## src/rtl/aes_shiftrows_mixcol_collect.sv

```systemverilog
// aes_shiftrows_mixcol_collect
// Collects the S-box/key-add stage output one byte per cycle, scattering each
// byte straight to its ShiftRows position. It then runs MixColumns in place,
// COLS_PER_CYCLE columns per cycle, or skips it for the last round. Finally it
// offers the 128-bit state downstream with a valid/ready handshake.
// Byte k of the state (k = 4*col + row) sits at bits [127-8k -: 8].

module aes_shiftrows_mixcol_collect #(
  parameter int COLS_PER_CYCLE = 1  // 1, 2 or 4
) (
  input  logic         clock,
  input  logic         reset,
  input  logic         io_in_valid,
  output logic         io_in_ready,
  input  logic [7:0]   io_in_byte,
  output logic [3:0]   io_byteIdx,
  input  logic         io_lastRound,
  output logic         io_out_valid,
  input  logic         io_out_ready,
  output logic [127:0] io_out_data,
  output logic         io_busy
);

  typedef enum logic [1:0] {
    ST_FILL = 2'd0,
    ST_MIX  = 2'd1,
    ST_OUT  = 2'd2
  } state_t;

  // The column counter advances by COL_STEP. It wraps to 0 for 4 columns per
  // cycle. Column c is in the current group when its index masked by COL_MASK
  // equals the counter. COL_LAST is the counter value of the final group.
  localparam logic [1:0] COL_STEP = 2'(COLS_PER_CYCLE);
  localparam logic [1:0] COL_MASK = 2'(~(COLS_PER_CYCLE - 1));
  localparam logic [1:0] COL_LAST = 2'(4 - COLS_PER_CYCLE);

  state_t         state_reg, state_next;
  logic [127:0]   buf_reg, buf_next;
  logic [3:0]     byte_idx_reg, byte_idx_next;
  logic           last_rnd_reg, last_rnd_next;
  logic [1:0]     col_cnt_reg, col_cnt_next;

  logic           accept;
  logic [3:0]     fill_pos;
  logic [127:0]   mix_data;
  logic [3:0]     col_active;

  // GF(2^8) multiply by 2, reducing by the AES polynomial when the MSB falls out.
  function automatic logic [7:0] xtime(input logic [7:0] b);
    return {b[6:0], 1'b0} ^ (b[7] ? 8'h1b : 8'h00);
  endfunction

  // The ShiftRows destination of input byte k is column (c - r) mod 4, row r.
  // The 2-bit subtraction gives the mod 4 wrap.
  assign fill_pos = {byte_idx_reg[3:2] - byte_idx_reg[1:0], byte_idx_reg[1:0]};

  // MixColumns result for every column. The buffer only takes the columns
  // of the current group.
  for (genvar gi = 0; gi < 4; gi++) begin : g_mix
    logic [7:0] a0, a1, a2, a3;
    assign a0 = buf_reg[127 - 32*gi      -: 8];
    assign a1 = buf_reg[127 - 32*gi - 8  -: 8];
    assign a2 = buf_reg[127 - 32*gi - 16 -: 8];
    assign a3 = buf_reg[127 - 32*gi - 24 -: 8];

    assign mix_data[127 - 32*gi      -: 8] = xtime(a0) ^ (xtime(a1) ^ a1) ^ a2 ^ a3;
    assign mix_data[127 - 32*gi - 8  -: 8] = a0 ^ xtime(a1) ^ (xtime(a2) ^ a2) ^ a3;
    assign mix_data[127 - 32*gi - 16 -: 8] = a0 ^ a1 ^ xtime(a2) ^ (xtime(a3) ^ a3);
    assign mix_data[127 - 32*gi - 24 -: 8] = (xtime(a0) ^ a0) ^ a1 ^ a2 ^ xtime(a3);

    assign col_active[gi] = (state_reg == ST_MIX) && ((2'(gi) & COL_MASK) == col_cnt_reg);
  end

  // Control: state sequencing, byte index, last-round latch and column counter.
  always_comb begin
    state_next    = state_reg;
    byte_idx_next = byte_idx_reg;
    last_rnd_next = last_rnd_reg;
    col_cnt_next  = col_cnt_reg;
    io_in_ready   = 1'b0;
    io_out_valid  = 1'b0;
    accept        = 1'b0;
    case (state_reg)
      ST_FILL: begin
        io_in_ready = 1'b1;
        if (io_in_valid) begin
          accept        = 1'b1;
          byte_idx_next = byte_idx_reg + 4'd1;  // wraps to 0 after byte 15
          if (byte_idx_reg == 4'd15) begin
            last_rnd_next = io_lastRound;
            state_next    = io_lastRound ? ST_OUT : ST_MIX;
          end
        end
      end
      ST_MIX: begin
        col_cnt_next = col_cnt_reg + COL_STEP;
        if (col_cnt_reg == COL_LAST) begin
          col_cnt_next = 2'd0;
          state_next   = ST_OUT;
        end
      end
      ST_OUT: begin
        io_out_valid = 1'b1;
        if (io_out_ready) begin
          state_next = ST_FILL;
        end
      end
      default: begin
        state_next = ST_FILL;
      end
    endcase
  end

  // Buffer update: an incoming byte goes to its ShiftRows slot, or the active
  // columns are replaced by their MixColumns result.
  always_comb begin
    buf_next = buf_reg;
    for (int i = 0; i < 16; i++) begin
      if (accept && (fill_pos == 4'(i))) begin
        buf_next[127 - 8*i -: 8] = io_in_byte;
      end else if (col_active[i / 4]) begin
        buf_next[127 - 8*i -: 8] = mix_data[127 - 8*i -: 8];
      end
    end
  end

  // State registers. Reset discards any partial state and clears the buffer.
  always_ff @(posedge clock) begin
    if (reset) begin
      state_reg    <= ST_FILL;
      buf_reg      <= '0;
      byte_idx_reg <= 4'd0;
      last_rnd_reg <= 1'b0;
      col_cnt_reg  <= 2'd0;
    end else begin
      state_reg    <= state_next;
      buf_reg      <= buf_next;
      byte_idx_reg <= byte_idx_next;
      last_rnd_reg <= last_rnd_next;
      col_cnt_reg  <= col_cnt_next;
    end
  end

  assign io_byteIdx  = byte_idx_reg;
  assign io_out_data = buf_reg;
  assign io_busy     = (state_reg == ST_MIX) || (state_reg == ST_OUT);

endmodule

```

## config.mk

```make
export PLATFORM = sky130hd
export DESIGN_NAME = aes_shiftrows_mixcol_collect
export DESIGN_NICKNAME = d
export VERILOG_FILES = /design/src/rtl/aes_shiftrows_mixcol_collect.sv
export SDC_FILE = /design/constraint.sdc
export NUM_CORES = 1
export LEC_CHECK = 0
export BUFFER_PORTS_ARGS = -buffer_cell sky130_fd_sc_hd__buf_2
export CORE_UTILIZATION = 55
export CTS_CLUSTER_SIZE = 40
export DETAILED_ROUTE_END_ITERATION = 7
export PLACE_DENSITY = 0.75
export SYNTH_ARGS = -nofsm -noshare
export SYNTH_HDL_FRONTEND = slang
export SYNTH_SLANG_ARGS = --single-unit
```

## constraint.sdc

```tcl
create_clock -name clock -period 2.72 [get_ports clock]
set_input_delay 0.816 -clock clock [delete_from_list [all_inputs] [get_ports clock]]
set_output_delay 0.816 -clock clock [all_outputs]
set_load 0.02 [all_outputs]
```

==> results of run 1 <==
-- final cells by class --
| cell class | count | area, sq um |
|---|---|---|
| Sequential cell | 136 | 2720 |
| Clock inverter | 9 | 123 |
| Inverter | 9 | 33.8 |
| Multi-Input combinational cell | 913 | 8420 |
| Timing Repair Buffer | 168 | 937 |
| Clock buffer | 23 | 468 |
| Fill cell | 1785 | 8040 |
| Tap cell | 275 | 344 |
-- report_power, final --
group / total, mW / internal, mW / switching [mW]
Clock: 2.39 / 1.48 / 0.907
Combinational: 1.34 / 0.756 / 0.587
Sequential: 2.23 / 2.07 / 0.160
Total: 5.96 / 4.30 / 1.65
-- placed cells by master, fill, tap and decap left out, drive strengths merged --
cell type,count
nor2,150
a22oi,1
nand4b,4
clkinvlp,1
bufinv,3
and2,16
nor3b,1
ha,12
nand3,2
clkinv,5
nand2b,8
a21oi,8
or2,8
dfxtp,136
xnor3,112
nand2,230
xor2,55
a311oi,129
nor3,4
nand4,5
clkbuf,23
inv,9
xor3,30
xnor2,104
buf,168
a21o,1
nor4,1
mux2i,32
-- worst min path at each step --
stage	startpoint	endpoint	slack, ns
finish	io_byteIdx[1]	io_byteIdx[1]	0.55
global route	state_reg[1]	state_reg[1]	0.58
CTS	state_reg[1]	state_reg[1]	0.55
detailed placement	state_reg[1]	state_reg[1]	0.54
global placement	io_out_data[21]	io_out_data[21]	0.52
floorplan	state_reg[1]	state_reg[1]	0.51
-- worst max-delay path, stage by stage (launching register included) --
cell     delay, ns
dfxtp_1       0.31
inv_1         0.09
ha_1          0.48
buf_2         0.27
-- cells by family (layout without fill, tap and decap cells) --
family / count (synthesis) / in the layout
compound gates: 139 / 139
flops: 136 / 136
mux: 32 / 32
xor+xnor: 301 / 301
simple gates: 429 / 429
buf+inv: 144 / 209
fa+ha+maj: 12 / 12
-- synth_stat cells, drive strengths merged (2+ instances only) --
library cell | number | share of area
nand2b | 8 | 0.0042
xnor3 | 112 | 0.21
buf | 49 | 0.029
mux2i | 32 | 0.027
xnor2 | 104 | 0.077
nand3 | 2 | 0.00084
a21oi | 8 | 0.0034
nand2 | 230 | 0.073
nand4 | 5 | 0.0026
and2 | 16 | 0.0084
ha | 12 | 0.013
nand4b | 4 | 0.0030
nor3 | 4 | 0.0017
inv | 9 | 0.0029
nor2 | 150 | 0.048
xor3 | 30 | 0.060
or2 | 8 | 0.0042
xor2 | 55 | 0.041
dfxtp | 136 | 0.23
clkbuf | 86 | 0.028
a311oi | 129 | 0.13
-- per-layer routing --
layer,vias to the layer above,wire [microns]
li1,4190,-
met5,-,0
met2,317,14400
met3,35,1660
met1,4396,13000
met4,0,631
-- metrics by stage --
step	cell area, sq um	setup WS (ns)	hold slack (ns)	instances	power (mW)
2_1_floorplan	11900	0.732	0.508	1193	3.38
6_report	13100	0.330	0.546	1533	5.96
5_1_grt	13100	0.241	0.578	1533	6.16
3_5_place_dp	12500	0.469	0.539	1501	3.61
4_1_cts	13100	0.341	0.548	1533	5.98
3_3_place_gp	12500	0.533	0.524	1501	3.58
==> key figures, run 1 <==
Outcome
  – Status: complete, no violations

Die
  – Core Area: 0.0211 sq mm
  – Row count: 53
  – Die X: 149 microns
  – Die span in y: 149 microns
  – Initial Util: 0.562
  – Io pins: 148
  – Die Area: roughly 0.022 sq mm

Synthesis
  – Yosys cell types: 31
  – Register bit total from synthesis: 136
  – Synthesis Warnings: 0
  – Post-synthesis adder-cell area fraction: 0.0127
  – Synthesized Nets: 1218
  – Mux cell area share after synthesis: 0.0270
  – Post-Synth Simple-Gate Area: 0.147
  – Async SR Flop Fraction: 0
  – Number of synthesized flops with an enable pin: 0
  – Sequential area share after synthesis: 0.230
  – Synth Area in XOR/XNOR: 0.391
  – Post-Syn Instances: 1193
  – Synthesized area: ~0.012 sq mm
  – Main synth FF type: dfxtp_1
  – Main combinational cell family by area after synthesis: XOR/XNOR gates
  – Post-synthesis compound-gate area fraction: 0.134
  – Average cell area after synthesis: ~9.9 sq um

Setup path
  – Worst setup path end: io_in_ready
  – R2r setup slk: approximately 0.48 ns
  – Reg2Reg Launch Point: state_reg[1]
  – Arrival time of the worst setup path: 1.57 ns
  – Critical path class: register to output pin
  – Worst Path Max Fanout: 15
  – Crit path launch type: register
  – R2R Path End: io_out_data[15]
  – Worst R2R Path Depth: 6
  – Worst EP required: 1.90 ns
  – Setup crit start: state_reg[0]
  – Endpoint type of the worst setup path: output pin

Layout
  – Layout cell share with drive strength beyond 1: 0.207
  – P&R area growth vs syn: 10.1%
  – Max reg flops: 128
  – Final core utilization: 0.619
  – Final nets: 1270
  – Ant diodes: 0

GRT
  – Global-route wire length before repair: 47300 microns
  – Gr usage total: 0.275
  – Vias in the first global route: 8799
  – Initial antenna violation count: 0
  – GRT busiest layer: met2
  – M3 GR Usage: 0.0398
  – Pin count of the biggest net entering global routing: 48
  – M1 GR Usage: 0.358
  – Gr ovfl total: 0
  – Grt met2 use: 0.468

Placed design
  – Number of I/O port buffers: 147
  – Placer Congestion: 0.818
  – Hpwl dp: 20000 microns

Clock tree
  – Worst-Skew Late Latency: approximately 0.43 ns
  – Post-CTS Repair Setup Buffers: 0
  – Clk buf depth: 2
  – Clock net sink count: 136
  – Clock tree from TritonCTS: done
  – Root buf cell: clkbuf_16
  – Hold bufs inserted after CTS: 0
  – CTS resizes: 0
  – H-tree depth: 4
  – Worst-path clk slew: around 0.060 ns
  – Num CTS Buffers: 17

STA
  – Pin slew with the least headroom to its limit: 0.837 ns
  – Final Max Tran Viols: 0
  – Final setup skew: 0.0105 ns
  – Fin Setup TNS: 0 ns
  – Fin crit period: 2.39 ns
  – Slew margin rel.: 0.442
  – Final setup vio count: 0
  – RSZ-0062 raised after global routing: no
  – Fmax: 418 MHz
  – Period utilization: 0.879
  – Final Hold Violating Endpoints: 0

Power
  – P_leak: 5.84 nW
  – Peak supply drop: around 0.00043 V
  – Power Density: approximately 460 mW/mm^2

Route
  – Number of DRC markers in iteration 0: 563
  – Detail Route Antenna Nets: 0
  – DRT Wirelength: approximately 30000 microns
  – Via/cell ratio: 5.83
  – DRC: 0
  – First-pass iteration count of the detailed router: 5
  – Routed vias: slightly below 9000
  – Drt wl/cell: slightly below 20 microns

Hold path
  – Min-Delay Path Depth: 2
  – Hold crit path type: register to register

Job
  – Maxcap violations: 0
Power figures use the tool's default switching activity.
==> run 2, diff against run 1 <==
--- a/config.mk
+++ b/config.mk
@@ -9,6 +9,7 @@
 export CORE_UTILIZATION = 55
 export CTS_CLUSTER_SIZE = 40
 export DETAILED_ROUTE_END_ITERATION = 7
+export MAX_ROUTING_LAYER = met4
 export PLACE_DENSITY = 0.75
 export SYNTH_ARGS = -nofsm -noshare
 export SYNTH_HDL_FRONTEND = slang
==> run 2 against run 1 <==
Net effect: cell area did not move; first-iteration DRC count fell by 0.53%; sequential power barely moved; critical endpoint unchanged; largest cell class unchanged; critical path type unchanged; flip-flop and latch count did not move; maximum frequency barely moved; die area did not move; largest power group unchanged; via count barely moved.
==> key figures, run 2 (synthesis results as in run 1) <==
Hold path
  – Min-Delay Path Depth: 2 (unchanged)
  – Hold crit path type: register to register (unchanged)
  – Worst Hold Launch: io_byteIdx[1] (unchanged)
  – WHS Endpoint: io_byteIdx[1] (unchanged)

STA
  – RSZ-0062 raised after global routing: no (unchanged)
  – Final Hold Violating Endpoints: 0 (unchanged)
  – Final Max Tran Viols: 0 (unchanged)
  – Fmax: 419 MHz (was 418 MHz)
  – Final setup skew: 0.0110 ns (was 0.0105 ns)
  – Period utilization: 0.878 (was 0.879)
  – Pin slew with the least headroom to its limit: 0.840 ns (was 0.837 ns)
  – Fin Setup TNS: 0 ns (unchanged)
  – Fin crit period: 2.39 ns (about the same)
  – Slew margin rel.: 0.440 (was 0.442)
  – Final setup vio count: 0 (unchanged)

Layout
  – P&R area growth vs syn: 10.1% (unchanged)
  – Footprint of the multi-input gates: 0.00842 sq mm (unchanged)
  – FF/Latch Area: 0.00272 sq mm (unchanged)
  – Layout cell share with drive strength beyond 1: 0.207 (unchanged)
  – Max reg flops: 128 (unchanged)
  – Most common cell after layout, fill and taps aside: nand2_1 (unchanged)
  – Ant diodes: 0 (unchanged)
  – Most frequent cells in the layout: 230 x nand2_1, 150 x nor2_1, 146 x buf_2 (unchanged)
  – Final-layout fill cell count: 1785 (unchanged)
  – Final nets: 1270 (unchanged)

Die
  – Die Area: 0.0221 sq mm (unchanged)
  – Die X: 149 microns (unchanged)
  – Io pins: 148 (unchanged)
  – Initial Util: 0.562 (unchanged)
  – Die span in y: 149 microns (unchanged)
  – Row count: 53 (unchanged)
  – Core Area: 0.0211 sq mm (unchanged)

Route
  – Via/cell ratio: 5.83 (about the same)
  – Number of DRC markers in iteration 0: 560 (was 563)
  – DRT Wirelength: 29700 microns (about the same)
  – First-pass iteration count of the detailed router: 5 (unchanged)
  – DRC: 0 (unchanged)
  – Routed vias: 8930 (was 8938)
  – Drt wl/cell: 19.4 microns (about the same)
  – Detail Route Antenna Nets: 0 (unchanged)

Clock tree
  – Clock net sink count: 136 (unchanged)
  – Clk buf depth: 2 (unchanged)
  – H-tree depth: 4 (unchanged)
  – Clock tree from TritonCTS: done (unchanged)
  – Post-CTS Repair Setup Buffers: 0 (unchanged)
  – Worst-path clk slew: 0.06 ns (about the same)
  – Hold bufs inserted after CTS: 0 (unchanged)
  – Root buf cell: clkbuf_16 (unchanged)
  – Num CTS Buffers: 17 (unchanged)
  – CTS resizes: 0 (unchanged)
  – Worst-Skew Late Latency: 0.43 ns (about the same)

Setup path
  – Worst R2R Path Depth: 6 (unchanged)
  – Critical path class: register to output pin (unchanged)
  – Crit-path slowest cell: ha_1 (unchanged)
  – R2R Path End: io_out_data[15] (unchanged)
  – Worst Path Max Fanout: 15 (unchanged)
  – Crit path launch type: register (unchanged)
  – CP peak stage delay: 0.46 ns (was 0.48 ns)
  – Cell Chain, Critical Path: inv_1 -> ha_1 -> buf_2 (unchanged)
  – R2r setup slk: 0.46 ns (was 0.48 ns)
  – Endpoint type of the worst setup path: output pin (unchanged)
  – Reg2Reg Launch Point: state_reg[1] (unchanged)
  – Arrival time of the worst setup path: 1.57 ns (about the same)
  – Worst EP required: 1.90 ns (about the same)

Job
  – Maxcap violations: 0 (unchanged)

Placed design
  – Number of I/O port buffers: 147 (unchanged)
  – Hpwl dp: 20000 microns (unchanged)
  – Placer Congestion: 0.831 (was 0.818)

Outcome
  – Status: complete, no violations (unchanged)

Power
  – Peak supply drop: 0.000424 V (was 0.000428 V)
  – P_leak: 5.84 nW (unchanged)
  – Power Density: 457 mW/mm^2 (was 456 mW/mm^2)
  – Total Power: 5.96 mW (about the same)

GRT
  – Gr usage total: 0.283 (was 0.275)
  – Vias in the first global route: 8820 (was 8799)
  – Pin count of the biggest net entering global routing: 48 (unchanged)
  – Global-route wire length before repair: 47200 microns (was 47300 microns)
  – Gr ovfl total: 0 (unchanged)
  – Initial antenna violation count: 0 (unchanged)
run 2: cell counts in the layout (fill, tap and decap cells not counted):
Identical to the previous run, type by type.
run 2: report_power, final:
| part | internal [mW] | switching, mW |
|---|---|---|
| clock network | 1.48 | 0.912 |
| registers | 2.06 | 0.160 |
| logic | 0.756 | 0.587 |
run 2: layer usage:
layer  share of wire  up-vias  global-route usage
met3           0.052       41              0.0367
met5               0        -                   -
met2            0.48      302               0.468
met4           0.021        0              0.0939
met1            0.44     4396               0.359
li1                -     4191                   -
run 2: how the worst max path moves through the flow:
stage                     slack, ns                to         start  depth (start not counted)
after floorplan                0.73  io_out_data[100]         reset                          4
after global placement         0.53   io_out_data[39]  state_reg[1]                          7
after detailed placement       0.47   io_out_data[71]   io_in_valid                          5
after CTS                      0.34       io_in_ready  state_reg[0]                          3
after global routing           0.25       io_in_ready  state_reg[1]                          3
final                          0.33       io_in_ready  state_reg[1]                          3
run 2: cell type report:
cell class,instances,share of cell area
clock buffers,23,0.0359
clock inverters,9,0.00940
inverters,9,0.00259
multi-input cells,913,0.645
flip-flops and latches,136,0.209
well taps,275,0.0264
repair buffers,168,0.0718
run 2: worst max-delay path: cells and delay by family (launching register included):
family / cells / cell delay [ns]
flops: 1 / 0.33
fa+ha+maj: 1 / 0.46
buf+inv: 2 / 0.34
run 2: per-stage QoR:
stage | utilization | cells | setup slack [ns] | hold slack [ns] | instance area, sq um
floorplan | - | 1193 | 0.732 | 0.508 | 11900
global placement | 0.591 | 1501 | 0.533 | 0.524 | 12500
detailed placement | 0.591 | 1501 | 0.469 | 0.539 | 12500
CTS | 0.619 | 1533 | 0.341 | 0.548 | 13100
global route | 0.619 | 1533 | 0.245 | 0.578 | 13100
finish | 0.619 | 1533 | 0.331 | 0.546 | 13100
==> run 3, diff against run 2 <==
--- a/config.mk
+++ b/config.mk
@@ -6,11 +6,13 @@
 export NUM_CORES = 1
 export LEC_CHECK = 0
 export BUFFER_PORTS_ARGS = -buffer_cell sky130_fd_sc_hd__buf_2
-export CORE_UTILIZATION = 55
+export CELL_PAD_IN_SITES_DETAIL_PLACEMENT = 1
+export CELL_PAD_IN_SITES_GLOBAL_PLACEMENT = 1
+export CORE_UTILIZATION = 50
 export CTS_CLUSTER_SIZE = 40
 export DETAILED_ROUTE_END_ITERATION = 7
 export MAX_ROUTING_LAYER = met4
-export PLACE_DENSITY = 0.75
+export PLACE_DENSITY_LB_ADDON = 0.3
 export SYNTH_ARGS = -nofsm -noshare
 export SYNTH_HDL_FRONTEND = slang
 export SYNTH_SLANG_ARGS = --single-unit
==> run 3 against run 2 <==
Net effect: clock power up 7%; sequential share of layout area fell by 0.19 points; sequential power hardly changed; total power is 3.5% higher; largest cell class unchanged.
==> key figures, run 3 (synthesis results as in run 1) <==
Route
  – Via/cell ratio: 5.78 (was 5.83)
  – DRC: 0 (unchanged)
  – DRT Wirelength: 34400 microns (was 29700 microns)
  – Routed vias: 9125 (was 8930)
  – Drt wl/cell: 21.8 microns (was 19.4 microns)
  – First-pass iteration count of the detailed router: 6 (was 5)
  – Detail Route Antenna Nets: 0 (unchanged)
  – Number of DRC markers in iteration 0: 463 (was 560)

STA
  – Final Max Tran Viols: 0 (unchanged)
  – Fin Setup TNS: 0 ns (unchanged)
  – RSZ-0062 raised after global routing: no (unchanged)
  – Final Hold Violating Endpoints: 0 (unchanged)
  – Slew margin rel.: 0.442 (was 0.440)
  – Worst setup margin: 0.252 ns (was 0.331 ns)
  – Fin crit period: 2.47 ns (was 2.39 ns)
  – Pin slew with the least headroom to its limit: 0.837 ns (was 0.840 ns)
  – Fmax: 405 MHz (was 419 MHz)
  – Final setup vio count: 0 (unchanged)
  – Period utilization: 0.907 (was 0.878)
  – Final setup skew: 0.0100 ns (was 0.0110 ns)
  – Fin Hold WS: 0.559 ns (was 0.546 ns)

Setup path
  – Worst EP required: 1.90 ns (about the same)
  – Crit path launch type: register (unchanged)
  – Arrival time of the worst setup path: 1.65 ns (was 1.57 ns)
  – Worst Path Max Fanout: 15 (unchanged)
  – Worst R2R Path Depth: 7 (was 6)
  – Endpoint type of the worst setup path: output pin (unchanged)
  – CP peak stage delay: 0.52 ns (was 0.46 ns)
  – Reg2Reg Launch Point: state_reg[1] (unchanged)
  – R2r setup slk: 0.46 ns (about the same)
  – R2R Path End: io_out_data[56] (was io_out_data[15])
  – Cell Chain, Critical Path: inv_1 -> ha_1 -> buf_2 (unchanged)
  – Critical path class: register to output pin (unchanged)
  – Crit-path slowest cell: ha_1 (unchanged)

Power
  – P_leak: 5.86 nW (was 5.84 nW)
  – Power Density: 469 mW/mm^2 (was 457 mW/mm^2)
  – Peak supply drop: 0.000403 V (was 0.000424 V)

Layout
  – Max reg flops: 128 (unchanged)
  – P&R area growth vs syn: 11.1% (was 10.1%)
  – Final-layout fill cell count: 2564 (was 1785)
  – Layout cell share with drive strength beyond 1: 0.213 (was 0.207)
  – FF/Latch Area: 0.00272 sq mm (unchanged)
  – Footprint of the multi-input gates: 0.00842 sq mm (unchanged)
  – Most common cell after layout, fill and taps aside: nand2_1 (unchanged)
  – Most frequent cells in the layout: 230 x nand2_1, 150 x nor2_1, 146 x buf_2 (unchanged)
  – Final nets: 1275 (was 1270)
  – Cell area after layout: 0.0132 sq mm (was 0.0131 sq mm)

Placed design
  – Placer Congestion: 0.812 (was 0.831)
  – Area after DPL: 0.0125 sq mm (about the same)
  – Dpl ws: 0.430 ns (was 0.469 ns)
  – Hpwl dp: 23000 microns (was 20000 microns)
  – Number of I/O port buffers: 147 (unchanged)

Clock tree
  – Post-CTS Repair Setup Buffers: 0 (unchanged)
  – Clk buf depth: 2 (unchanged)
  – CTS resizes: 0 (unchanged)
  – Clock net sink count: 136 (unchanged)
  – Num CTS Buffers: 17 (unchanged)
  – Worst-path clk slew: 0.06 ns (about the same)
  – Worst-Skew Late Latency: 0.43 ns (about the same)
  – H-tree depth: 4 (unchanged)
  – Root buf cell: clkbuf_16 (unchanged)
  – Clock tree from TritonCTS: done (unchanged)
  – Hold bufs inserted after CTS: 0 (unchanged)

Outcome
  – Status: complete, no violations (unchanged)

Die
  – Initial Util: 0.517 (was 0.562)
  – Die Area: 0.0243 sq mm (was 0.0221 sq mm)
  – Io pins: 148 (unchanged)
  – Die X: 156 microns (was 149 microns)
  – Die span in y: 156 microns (was 149 microns)
  – Core Area: 0.0229 sq mm (was 0.0211 sq mm)
  – Row count: 55 (was 53)

GRT
  – Global-route wire length before repair: 54600 microns (was 47200 microns)
  – Gr usage total: 0.301 (was 0.283)
  – Initial antenna violation count: 2 (was 0)
  – Pin count of the biggest net entering global routing: 44 (was 48)
  – Gr ovfl total: 0 (unchanged)
  – Vias in the first global route: 9585 (was 8820)

Hold path
  – Hold crit path type: register to register (unchanged)
  – WHS Endpoint: io_out_data[45] (was io_byteIdx[1])
  – Min-Delay Path Depth: 2 (unchanged)
  – Worst Hold Launch: io_out_data[45] (was io_byteIdx[1])

Job
  – Maxcap violations: 0 (unchanged)
==> run 3: cell types whose count changed in the layout (fill, tap and decap cells not counted) <==
cell        before  now
buf_12           3    2
buf_4           18   24
bufinv_16        3    4
clkbuf_1         4    1
clkinv_2         5    3
clkinv_4         0    1
clkinvlp_4       1    4
diode_2          0    2
==> run 3: worst max path at each step <==
stage	start	cells past startpoint	endpoint
after floorplan	reset	4	io_out_data[100]
after global placement	io_in_valid	5	io_out_data[75]
after detailed placement	io_in_valid	5	io_out_data[30]
after CTS	state_reg[0]	3	io_in_ready
after global routing	state_reg[0]	3	io_in_ready
final	state_reg[0]	3	io_in_ready
==> run 3: per-layer routing <==
layer  wire [microns]  track usage  vias up
met3             1350       0.0411       53
met2            17500        0.503      234
met4              745        0.107        0
met1            14800        0.372     4645
met5                0            -        -
li1                 -            -     4193
==> run 3: power by group <==
group	internal (mW)	leakage [nW]	switching [mW]
registers	2.06	1.10	0.167
logic	0.761	4.46	0.622
clock network	1.58	0.298	0.977
total	4.41	5.86	1.77
==> run 3: area by class of cell <==
type | count | share of cell area
multi-input cells | 913 | 0.640
flip-flops and latches | 136 | 0.207
repair buffers | 173 | 0.0731
clock buffers | 20 | 0.0347
well taps | 313 | 0.0297
clock inverters | 12 | 0.0132
inverters | 9 | 0.00257
diodes | 2 | 0.000380
==> run 3: through the flow <==
| stage | std cells | power [mW] | utilization |
|---|---|---|---|
| after floorplan | 1193 | 3.38 | - |
| after global placement | 1544 | 3.60 | 0.547 |
| after detailed placement | 1544 | 3.65 | 0.547 |
| after CTS | 1576 | 6.21 | 0.574 |
| after global routing | 1578 | 6.38 | 0.575 |
| final | 1578 | 6.17 | 0.575 |
==> run 3: worst max-delay path: cells and delay by family, from the launching register on <==
family / cells / cell delay, ns
adder cells (fa/ha/maj): 1 / 0.52
buffers and inverters: 2 / 0.38
flip-flops: 1 / 0.31
